$ cat config.mk
export PLATFORM = sky130hd
export DESIGN_NAME = sprite_motion_ctrl_flat
export DESIGN_NICKNAME = d
export VERILOG_FILES = /design/src/rtl/sprite_motion_ctrl_if.sv /design/src/rtl/sprite_motion_ctrl.sv /design/src/flat_wrapper.sv
export SDC_FILE = /design/constraint.sdc
export NUM_CORES = 1
export LEC_CHECK = 0
export CAP_MARGIN = 15
export CORE_MARGIN = 1
export CORE_UTILIZATION = 57
export DETAILED_ROUTE_END_ITERATION = 12
export HOLD_SLACK_MARGIN = 0.12
export PLACE_DENSITY = 0.89
export SYNTH_ARGS = -nofsm -noshare
export SYNTH_HDL_FRONTEND = slang
export SYNTH_SLANG_ARGS = --single-unit
$ cat constraint.sdc
create_clock -name clk -period 3.6 [get_ports clk]
set_input_delay 1.08 -clock clk [delete_from_list [all_inputs] [get_ports clk]]
set_output_delay 1.08 -clock clk [all_outputs]
set_load 0.05 [all_outputs]
$ cat src/rtl/sprite_motion_ctrl_if.sv
// Control and position bundle between the sprite motion controller and
// the rest of the VGA pipeline (buttons, legal-move checker, sprite ROM).
interface sprite_motion_ctrl_if #(
  parameter int POS_W = 10
);
  logic             move_tick;
  logic             freeze;
  logic             up;
  logic             down;
  logic             left;
  logic             right;
  logic             leg_u;
  logic             leg_d;
  logic             leg_l;
  logic             leg_r;
  logic [POS_W-1:0] pm_xpos;
  logic [POS_W-1:0] pm_ypos;
  logic [1:0]       cur_dir;
  logic             facing_left;
  logic             moving;
  logic             moved;

  modport master (
    output move_tick, freeze, up, down, left, right,
    output leg_u, leg_d, leg_l, leg_r,
    input  pm_xpos, pm_ypos, cur_dir, facing_left, moving, moved
  );

  modport slave (
    input  move_tick, freeze, up, down, left, right,
    input  leg_u, leg_d, leg_l, leg_r,
    output pm_xpos, pm_ypos, cur_dir, facing_left, moving, moved
  );
endinterface

$ cat src/rtl/sprite_motion_ctrl.sv
// Tile-based movement controller for one maze sprite: buffered turn requests,
// continuous motion on move_tick, optional horizontal tunnel wrap.
module sprite_motion_ctrl #(
  parameter int POS_W   = 10,
  parameter int STEP    = 2,
  parameter int TILE    = 8,
  parameter int X_MIN   = 150,
  parameter int X_MAX   = 630,
  parameter int Y_MIN   = 34,
  parameter int Y_MAX   = 514,
  parameter int X_INIT  = 358,
  parameter int Y_INIT  = 402,
  parameter int WRAP_EN = 1
) (
  input logic                 clk,
  input logic                 rst,
  sprite_motion_ctrl_if.slave bus_if
);
  localparam logic [1:0] DIR_R = 2'd0;
  localparam logic [1:0] DIR_L = 2'd1;
  localparam logic [1:0] DIR_U = 2'd2;
  localparam logic [1:0] DIR_D = 2'd3;

  localparam logic [POS_W-1:0] XMIN_P = POS_W'(X_MIN);
  localparam logic [POS_W-1:0] XMAX_P = POS_W'(X_MAX);
  localparam logic [POS_W-1:0] YMIN_P = POS_W'(Y_MIN);
  localparam logic [POS_W-1:0] YMAX_P = POS_W'(Y_MAX);
  localparam logic [POS_W-1:0] STEP_P = POS_W'(STEP);
  localparam logic [POS_W-1:0] TMSK_P = POS_W'(TILE - 1);
  // One extra bit so boundary sums cannot overflow the position width.
  localparam logic [POS_W:0]   XMIN_W = (POS_W+1)'(X_MIN);
  localparam logic [POS_W:0]   XMAX_W = (POS_W+1)'(X_MAX);
  localparam logic [POS_W:0]   YMIN_W = (POS_W+1)'(Y_MIN);
  localparam logic [POS_W:0]   YMAX_W = (POS_W+1)'(Y_MAX);
  localparam logic [POS_W:0]   STEP_W = (POS_W+1)'(STEP);

  typedef enum logic {ST_STOP = 1'b0, ST_MOVE = 1'b1} state_t;

  state_t           state_q, state_d;
  logic [POS_W-1:0] x_q, x_d, y_q, y_d;
  logic [1:0]       cur_dir_q, cur_dir_d, pend_dir_q, pend_dir_d;
  logic             pend_valid_q, pend_valid_d;
  logic             facing_q, facing_d;
  logic             moved_q, moved_d;

  logic             tick, aligned, adopt, cont, blocked, any_btn;
  logic [1:0]       btn_dir, step_dir;
  logic [3:0]       leg_vec;
  logic [POS_W-1:0] x_off, y_off;
  logic [POS_W:0]   x_wide, y_wide;

  always_ff @(posedge clk or posedge rst) begin
    if (rst) begin
      state_q      <= ST_STOP;
      x_q          <= POS_W'(X_INIT);
      y_q          <= POS_W'(Y_INIT);
      cur_dir_q    <= DIR_R;
      pend_dir_q   <= DIR_R;
      pend_valid_q <= 1'b0;
      facing_q     <= 1'b0;
      moved_q      <= 1'b0;
    end else begin
      state_q      <= state_d;
      x_q          <= x_d;
      y_q          <= y_d;
      cur_dir_q    <= cur_dir_d;
      pend_dir_q   <= pend_dir_d;
      pend_valid_q <= pend_valid_d;
      facing_q     <= facing_d;
      moved_q      <= moved_d;
    end
  end

  always_comb begin
    any_btn = bus_if.right | bus_if.left | bus_if.up | bus_if.down;
    btn_dir = bus_if.right ? DIR_R : bus_if.left ? DIR_L : bus_if.up ? DIR_U : DIR_D;
    leg_vec = {bus_if.leg_d, bus_if.leg_u, bus_if.leg_l, bus_if.leg_r};
    x_off   = x_q - XMIN_P;
    y_off   = y_q - YMIN_P;
    aligned = ((x_off & TMSK_P) == '0) && ((y_off & TMSK_P) == '0);
    tick    = bus_if.move_tick & ~bus_if.freeze;
    // Direction codes pair up so flipping bit 0 gives the reverse direction.
    adopt   = tick && pend_valid_q && leg_vec[pend_dir_q] &&
              (aligned || (pend_dir_q == (cur_dir_q ^ 2'b01)));
    cont    = tick && !adopt && (state_q == ST_MOVE) && leg_vec[cur_dir_q];
    blocked = tick && !adopt && (state_q == ST_MOVE) && !leg_vec[cur_dir_q];
    step_dir = adopt ? pend_dir_q : cur_dir_q;
    x_wide  = {1'b0, x_q};
    y_wide  = {1'b0, y_q};

    state_d      = state_q;
    x_d          = x_q;
    y_d          = y_q;
    cur_dir_d    = cur_dir_q;
    facing_d     = facing_q;
    pend_dir_d   = pend_dir_q;
    pend_valid_d = pend_valid_q;

    if (adopt || cont) begin
      if (adopt) begin
        cur_dir_d = pend_dir_q;
        state_d   = ST_MOVE;
        if (pend_dir_q == DIR_L) facing_d = 1'b1;
        if (pend_dir_q == DIR_R) facing_d = 1'b0;
      end
      case (step_dir)
        DIR_R: begin
          if (x_wide + STEP_W > XMAX_W) begin
            if (WRAP_EN != 0) x_d = XMIN_P;
            else begin
              x_d     = XMAX_P;
              state_d = ST_STOP;
            end
          end else x_d = x_q + STEP_P;
        end
        DIR_L: begin
          if (x_wide < XMIN_W + STEP_W) begin
            if (WRAP_EN != 0) x_d = XMAX_P;
            else begin
              x_d     = XMIN_P;
              state_d = ST_STOP;
            end
          end else x_d = x_q - STEP_P;
        end
        DIR_U: begin
          if (y_wide < YMIN_W + STEP_W) begin
            y_d     = YMIN_P;
            state_d = ST_STOP;
          end else y_d = y_q - STEP_P;
        end
        default: begin
          if (y_wide + STEP_W > YMAX_W) begin
            y_d     = YMAX_P;
            state_d = ST_STOP;
          end else y_d = y_q + STEP_P;
        end
      endcase
    end else if (blocked) begin
      state_d = ST_STOP;
    end

    // A press in the consuming cycle re-arms the request.
    if (any_btn) begin
      pend_valid_d = 1'b1;
      pend_dir_d   = btn_dir;
    end else if (adopt) begin
      pend_valid_d = 1'b0;
    end

    moved_d = (x_d != x_q) || (y_d != y_q);
  end

  always_comb begin
    bus_if.pm_xpos     = x_q;
    bus_if.pm_ypos     = y_q;
    bus_if.cur_dir     = cur_dir_q;
    bus_if.facing_left = facing_q;
    bus_if.moving      = (state_q == ST_MOVE);
    bus_if.moved       = moved_q;
  end
endmodule

$ cat src/flat_wrapper.sv
// flat-port wrapper written by rule: the top's interface ports become plain ports
module sprite_motion_ctrl_flat 
#(
  parameter int POS_W   = 10,
  parameter int STEP    = 2,
  parameter int TILE    = 8,
  parameter int X_MIN   = 150,
  parameter int X_MAX   = 630,
  parameter int Y_MIN   = 34,
  parameter int Y_MAX   = 514,
  parameter int X_INIT  = 358,
  parameter int Y_INIT  = 402,
  parameter int WRAP_EN = 1
)
  (clk, rst, bus_if_move_tick, bus_if_freeze, bus_if_up, bus_if_down, bus_if_left, bus_if_right, bus_if_leg_u, bus_if_leg_d, bus_if_leg_l, bus_if_leg_r, bus_if_pm_xpos, bus_if_pm_ypos, bus_if_cur_dir, bus_if_facing_left, bus_if_moving, bus_if_moved);
  sprite_motion_ctrl_if #(.POS_W(POS_W)) bus_if_i ();
  input logic clk;
  input logic rst;
  input wire logic [$bits(bus_if_i.move_tick)-1:0] bus_if_move_tick;
  input wire logic [$bits(bus_if_i.freeze)-1:0] bus_if_freeze;
  input wire logic [$bits(bus_if_i.up)-1:0] bus_if_up;
  input wire logic [$bits(bus_if_i.down)-1:0] bus_if_down;
  input wire logic [$bits(bus_if_i.left)-1:0] bus_if_left;
  input wire logic [$bits(bus_if_i.right)-1:0] bus_if_right;
  input wire logic [$bits(bus_if_i.leg_u)-1:0] bus_if_leg_u;
  input wire logic [$bits(bus_if_i.leg_d)-1:0] bus_if_leg_d;
  input wire logic [$bits(bus_if_i.leg_l)-1:0] bus_if_leg_l;
  input wire logic [$bits(bus_if_i.leg_r)-1:0] bus_if_leg_r;
  output wire logic [$bits(bus_if_i.pm_xpos)-1:0] bus_if_pm_xpos;
  output wire logic [$bits(bus_if_i.pm_ypos)-1:0] bus_if_pm_ypos;
  output wire logic [$bits(bus_if_i.cur_dir)-1:0] bus_if_cur_dir;
  output wire logic [$bits(bus_if_i.facing_left)-1:0] bus_if_facing_left;
  output wire logic [$bits(bus_if_i.moving)-1:0] bus_if_moving;
  output wire logic [$bits(bus_if_i.moved)-1:0] bus_if_moved;
  assign bus_if_i.move_tick = bus_if_move_tick;
  assign bus_if_i.freeze = bus_if_freeze;
  assign bus_if_i.up = bus_if_up;
  assign bus_if_i.down = bus_if_down;
  assign bus_if_i.left = bus_if_left;
  assign bus_if_i.right = bus_if_right;
  assign bus_if_i.leg_u = bus_if_leg_u;
  assign bus_if_i.leg_d = bus_if_leg_d;
  assign bus_if_i.leg_l = bus_if_leg_l;
  assign bus_if_i.leg_r = bus_if_leg_r;
  assign bus_if_pm_xpos = bus_if_i.pm_xpos;
  assign bus_if_pm_ypos = bus_if_i.pm_ypos;
  assign bus_if_cur_dir = bus_if_i.cur_dir;
  assign bus_if_facing_left = bus_if_i.facing_left;
  assign bus_if_moving = bus_if_i.moving;
  assign bus_if_moved = bus_if_i.moved;
  sprite_motion_ctrl #(.POS_W(POS_W), .STEP(STEP), .TILE(TILE), .X_MIN(X_MIN), .X_MAX(X_MAX), .Y_MIN(Y_MIN), .Y_MAX(Y_MAX), .X_INIT(X_INIT), .Y_INIT(Y_INIT), .WRAP_EN(WRAP_EN)) u_core (.clk(clk), .rst(rst), .bus_if(bus_if_i));
endmodule
# Word level (Yosys, flattened, before mapping)
# Index checks and enable logic that the tools add are counted.
word_totals:
  ff_bits: 28
  in_bits: 12
  out_inout_bits: 25
  wordCells: 82
op_classes:
  addsub: 8
  magnitude_cmp: 6
  eq_ne: 6
  muxes: 26
  bitwise: 6
  n_reduce_logical: 22
op_table:
  columns: ["cell", "count"]
  rows:
  - ["$mux 10", 6]
  - ["$pmux 10 s2", 2]
  - ["$add 10x2->11 const B", 2]
  - ["$gt 11x10->1 const B", 2]
  - ["$add 10x2->10 const B", 2]
  - ["$logic_not 10->1", 2]
  - ["$ne 10x10->1", 2]
  - ["$sub 10x2->10 const B", 2]
  - ["$mux 1", 12]
  - ["$lt 10x6->1 const B", 1]
  - ["$lt 10x8->1 const B", 1]
  - ["$logic_and 1x1->1", 8]
  - ["$lt 2x3->1 const B", 2]
  - ["$mux 2", 3]
  - ["$reduce_bool 2->1", 3]
  - ["$bmux 1 s2", 2]
  - ["$eq 2x1->1 const B", 2]
  - ["$logic_not 2->1", 2]
  - ["$logic_or 1x1->1", 3]
  - ["$or 1x1->1", 3]
  - ["$reduce_and 3->1", 1]
  - ["$sub 3x2->3 const B", 1]
  - ["$sub 3x3->3 const B", 1]
  - ["$eq 2x2->1", 1]
  - ["6 further kinds", 8]

# Longest topological paths before layout
depth:
  word_depth: 13
  mapped_depth: 14
  depth_no_buf: 12

# Worst setup path after synthesis
# OpenSTA, ideal clock, no wires.
synth_path:
  path_type: "reg-to-reg"
  start: "register u_core.y_q[1] (netlist: u_core.bus_if.pm_ypos[1])"
  end: "register u_core.moved_q (netlist: u_core.bus_if.moved)"
  setup_time_ns: 0.131
  arrival_time_ns: 3.280
  required_time_ns: 3.469
  slack_ns: 0.189
  path_stages_with_launch: 15
  path_buffers: 2
  period_less_slack_ns: 3.411
  path_cell_list: "dfstp_2 > buf_2 > inv_1 > ha_1 > nor2b_1 > a32o_1 > buf_4 > mux2i_1 > and2_1 > inv_1 > mux2_2 > nor2_1 > a2111o_1 > a2111oi_2 > nand2_1"
synth_via:
  elab_chain_cells: 13
  elab_cells_between_ends: 29
  classes_between: "add/sub: 4; order compare: 2; eq/ne: 4; mux: 7; reduce/logical: 12"
synth_rtl:
  columns: ["item", "line_no", "text"]
  rows:
  - ["start: declaration", "sprite_motion_ctrl.sv:40", "logic [POS_W-1:0] x_q, x_d, y_q, y_d;"]
  - ["start signal: assignment", "sprite_motion_ctrl.sv:56", "y_q <= POS_W'(Y_INIT);"]
  - ["start signal: assignment", "sprite_motion_ctrl.sv:65", "y_q <= y_d;"]
  - ["branches (longest 12 deep; another with $add 10x2->11)", null, null]
  - ["$logic_or 1x1->1 (*)", "sprite_motion_ctrl.sv:150", "moved_d = (x_d != x_q) || (y_d != y_q);"]
  - ["net u_core.moved_d", "sprite_motion_ctrl.sv:44", "logic moved_q, moved_d;"]
  - ["end signal: assignment", "sprite_motion_ctrl.sv:70", "moved_q <= moved_d;"]
  - ["end: declaration", "sprite_motion_ctrl.sv:44", null]
# Mark *: on every way through the listed nets, which the timed path passes.
# A chain may end at the register's enable or synchronous reset.

# Final worst setup path
layout_path:
  start: "input port bus_if_leg_u"
  end: "register u_core.moved_q (netlist: u_core.bus_if.moved)"
layout_via:
  elab_chain_cells: 12
  elab_cells_between_ends: 23
  classes_between: "eq/ne: 4; mux: 9; reduce/logical: 10"
layout_rtl:
  columns: ["item", "line_no", "text"]
  rows:
  - ["start: declaration", "flat_wrapper.sv:25", "input wire logic [$bits(bus_if_i.leg_u)-1:0] bus_if_leg_u;"]
  - ["branches (longest 11 deep; another with $pmux 10 s2)", null, null]
  - ["$logic_or 1x1->1 (*)", "sprite_motion_ctrl.sv:150", null]
  - ["net u_core.moved_d", "sprite_motion_ctrl.sv:44", null]
# Mark *: on every way through the listed nets, which the timed path passes. The select of a mux whose other input is x is not followed.

==> impl_metrics.json <==
{
  "hold_path_end": "u_core.pend_valid_q$_DFFE_PP0P_",
  "syn_to_final_growth_pct": 35.8,
  "wl_met3_mm": 1.26,
  "p_per_area_mw_per_mm2": 922,
  "r2r-start": "u_core.bus_if.pm_xpos[2]$_DFF_PP1_",
  "routed_wl_mm": 12.0,
  "clock_latency_ps": 290,
  "cts.clk_slew.worst_paths_ps": 110,
  "yosysSeqAreaShare_pct": 22.6,
  "syn-cell-area_mm2": 0.00316,
  "fin_crit_ps": 3570,
  "cts_buffer_depth": 2,
  "ys_warn_count": 0,
  "setup_viol": 0,
  "die_w_um": 76.4,
  "async_flop_share_pct": 100,
  "dieArea_mm2": 0.00584,
  "grt.total_usage_pct": 38.8,
  "initial_core_util_pct": 60.6,
  "drt_iter0_markers": 455,
  "top_layer_used": "met4",
  "synth_cell_types": 76,
  "wl_met1_mm": 4.36,
  "drcViolationCount": 0,
  "core_mm2": 0.00520,
  "ys.flop_type": "dfrtp_1",
  "globalplace.congestion": 1.04,
  "run_status": "finished clean",
  "tightest_slew_ps": 869,
  "maxSlewHeadroom_pct": 41.9,
  "die_h_um": 76.4,
  "finalCoreUtilization_pct": 82.4,
  "layout_commonest_cell": "buf_4",
  "fin_skew_ps": 17.2,
  "std_cell_rows": 26,
  "slew_viol_final": 0,
  "dp_slack_ps": -350,
  "grt_pass1_wl_mm": 18.2,
  "final_cell_mix": "82 x buf_4, 35 x nand2_1, 34 x nor2_1, 34 x clkdlybuf4s50_1, 28 x a21oi_1",
  "fmax_mhz": 280,
  "synth_edf_count": 0,
  "hold_path_startpoint": "u_core.pend_valid_q$_DFFE_PP0P_",
  "root_buffer": "clkbuf_8",
  "dr.pass1.iters": 5,
  "hold_depth": 2,
  "reg2reg_to": "u_core.bus_if.moved$_DFF_PP0_",
  "critical_path_class": "in -> reg",
  "cp.required_ps": 3760,
  "wl_met2_mm": 5.52,
  "hold_viol": 0,
  "p_leak_uw": 0.00174,
  "avgRoutedWirePerCell_um": 21.0,
  "synthTopCellsByArea": "dfrtp_1 15%, dfstp_2 7.5%, a21oi_1 4.9%",
  "avgSynthCellArea_um2": 7.72,
  "ff2ff_setup_slack_ps": 60,
  "via_per_inst": 7.10,
  "grt_antenna_before_repair": 0,
  "fin_nets": 519,
  "reg2reg_depth": 13,
  "drv_cap": 0,
  "port_buffers": 36,
  "path_max_fanout": 5,
  "syn-instance-count": 409,
  "grt_max_degree": 29,
  "yosys.area.top_type_share_pct": 15.1,
  "cp-start-kind": "primary input",
  "grt_pass1_vias": 3788,
  "setup_slack_ps": 31.2,
  "syn_nets": 426,
  "drive_above_1_share_pct": 28.9,
  "dpl.hpwl_mm": 8.49,
  "clkSinkCount": 28,
  "numCtsBuffers": 3,
  "vdd_ir_drop_max_uv": 598,
  "gr-total-overflow": 0,
  "cp_data_arrival_time_ps": 3730,
  "htreeDepth": 1,
  "critical_path.endpoint_type": "flip-flop",
  "min_path_type": "reg -> reg",
  "io_pins": 37,
  "fin_crit_sh_pct": 99.1,
  "vias": 4053,
  "antenna_cells": 0,
  "postCtsHoldBufs": 0,
  "synth_top_cell_by_area": "dfrtp_1",
  "antenna_left": 0,
  "cts_tree": "built",
  "ys_seq_elements": 28
}
how the worst max path moves through the flow:
stage,endpoint,slack (ps),start,depth (start not counted)
after detailed placement,u_core.bus_if.moved$_DFF_PP0_,-350,bus_if_leg_d,11
after global routing,u_core.bus_if.moved$_DFF_PP0_,-60,bus_if_leg_r,11
after floorplan,u_core.bus_if.moved$_DFF_PP0_,190,u_core.bus_if.pm_ypos[1]$_DFF_PP1_,14
after global placement,u_core.bus_if.moved$_DFF_PP0_,-270,bus_if_leg_d,11
final,u_core.bus_if.moved$_DFF_PP0_,30,bus_if_leg_u,11
after CTS,u_core.bus_if.moved$_DFF_PP0_,20,bus_if_leg_d,10
sequential cells by signal (all words and copies together), names as in the netlist:
| name | flops |
|---|---|
| u_core.bus_if.pm_xpos | 10 |
| u_core.bus_if.pm_ypos | 10 |
| u_core.bus_if.cur_dir | 2 |
| u_core.pend_dir_q | 2 |
| u_core.bus_if.facing_left | 1 |
| u_core.bus_if.moved | 1 |
| u_core.bus_if.moving | 1 |
| u_core.pend_valid_q | 1 |
critical path: stages:
cell	delay (ps)
clkdlybuf4s50_1	430
mux4_2	510
and3_4	220
o21ai_2	100
buf_4	170
o22ai_1	150
and3_1	260
a311oi_2	180
nand4_1	190
a2111oi_4	340
nand2_1	80
through the flow:
stage	power, uW	setup TNS, ps	cell area, um2	instances	hold WS [ps]
2_1_floorplan	2460	0	3160	409	438
3_3_place_gp	3380	-331	4010	559	483
3_5_place_dp	3430	-763	4010	559	460
4_1_cts	3650	0	4080	563	484
5_1_grt	4130	-57.4	4290	571	522
6_report	3950	0	4290	571	482
cells in the mapped netlist (4+ instances only):
library cell and count:
nor3_1 16, nand3_1 10, a21oi_1 31, o2111ai_1 4, dfstp_2 9, o22ai_1 11, and3_1 10, nand4_1 6
a32oi_1 5, nand2_1 36, mux2_2 5, nor2b_1 7, buf_2 11, clkbuf_1 15, o221ai_1 4, a211oi_1 6
o211ai_1 6, xnor2_1 10, nand2b_1 6, or3_1 4, o21a_1 7, inv_1 10, o21ai_0 23, a22oi_1 7
or2_2 4, o22a_1 6, ha_1 5, mux2i_1 6, dfrtp_1 19, nor2_1 35, xor2_1 6
layout make-up:
class	count	area [um2]
multi-input combinational	340	2400
clock buffer	4	55.1
sequential	28	712
timing repair buffer	119	992
fill	342	918
tap	70	87.6
inverter	10	37.5
repair_timing:
item,CTS,global route
resized for setup,5,33
pin swaps,0,14
setup endpoints to repair,1,1
buffers inserted,0,8
kinds of logic (layout without fill, tap and decap cells):
group / after synthesis / in the layout / share of synthesized area, %
and+or+nand+nor: 156 / 156 / 25.8
AOI/OAI and AO/OA: 149 / 149 / 33.5
buffers and inverters: 41 / 133 / 6.15
DFF: 28 / 28 / 22.6
xor gates and xnor gates: 16 / 16 / 4.44
muxes: 14 / 14 / 5.59
adders and majority gates: 5 / 5 / 1.98
routing by layer:
metal,global-route usage (%),vias up
met3,5.87,100
met4,25.0,0
met5,0,-
met2,67.0,330
met1,44.4,1879
li1,-,1744
where the power goes:
part	total (uW)	internal (uW)	switching (uW)	leakage (uW)
sequential	684	462	222	0.000323
clock	204	98.3	106	0.0000288
combinational	3070	1240	1820	0.00139
total	3950	1800	2150	0.00174
No activity file was read; power rests on OpenSTA's default activity.
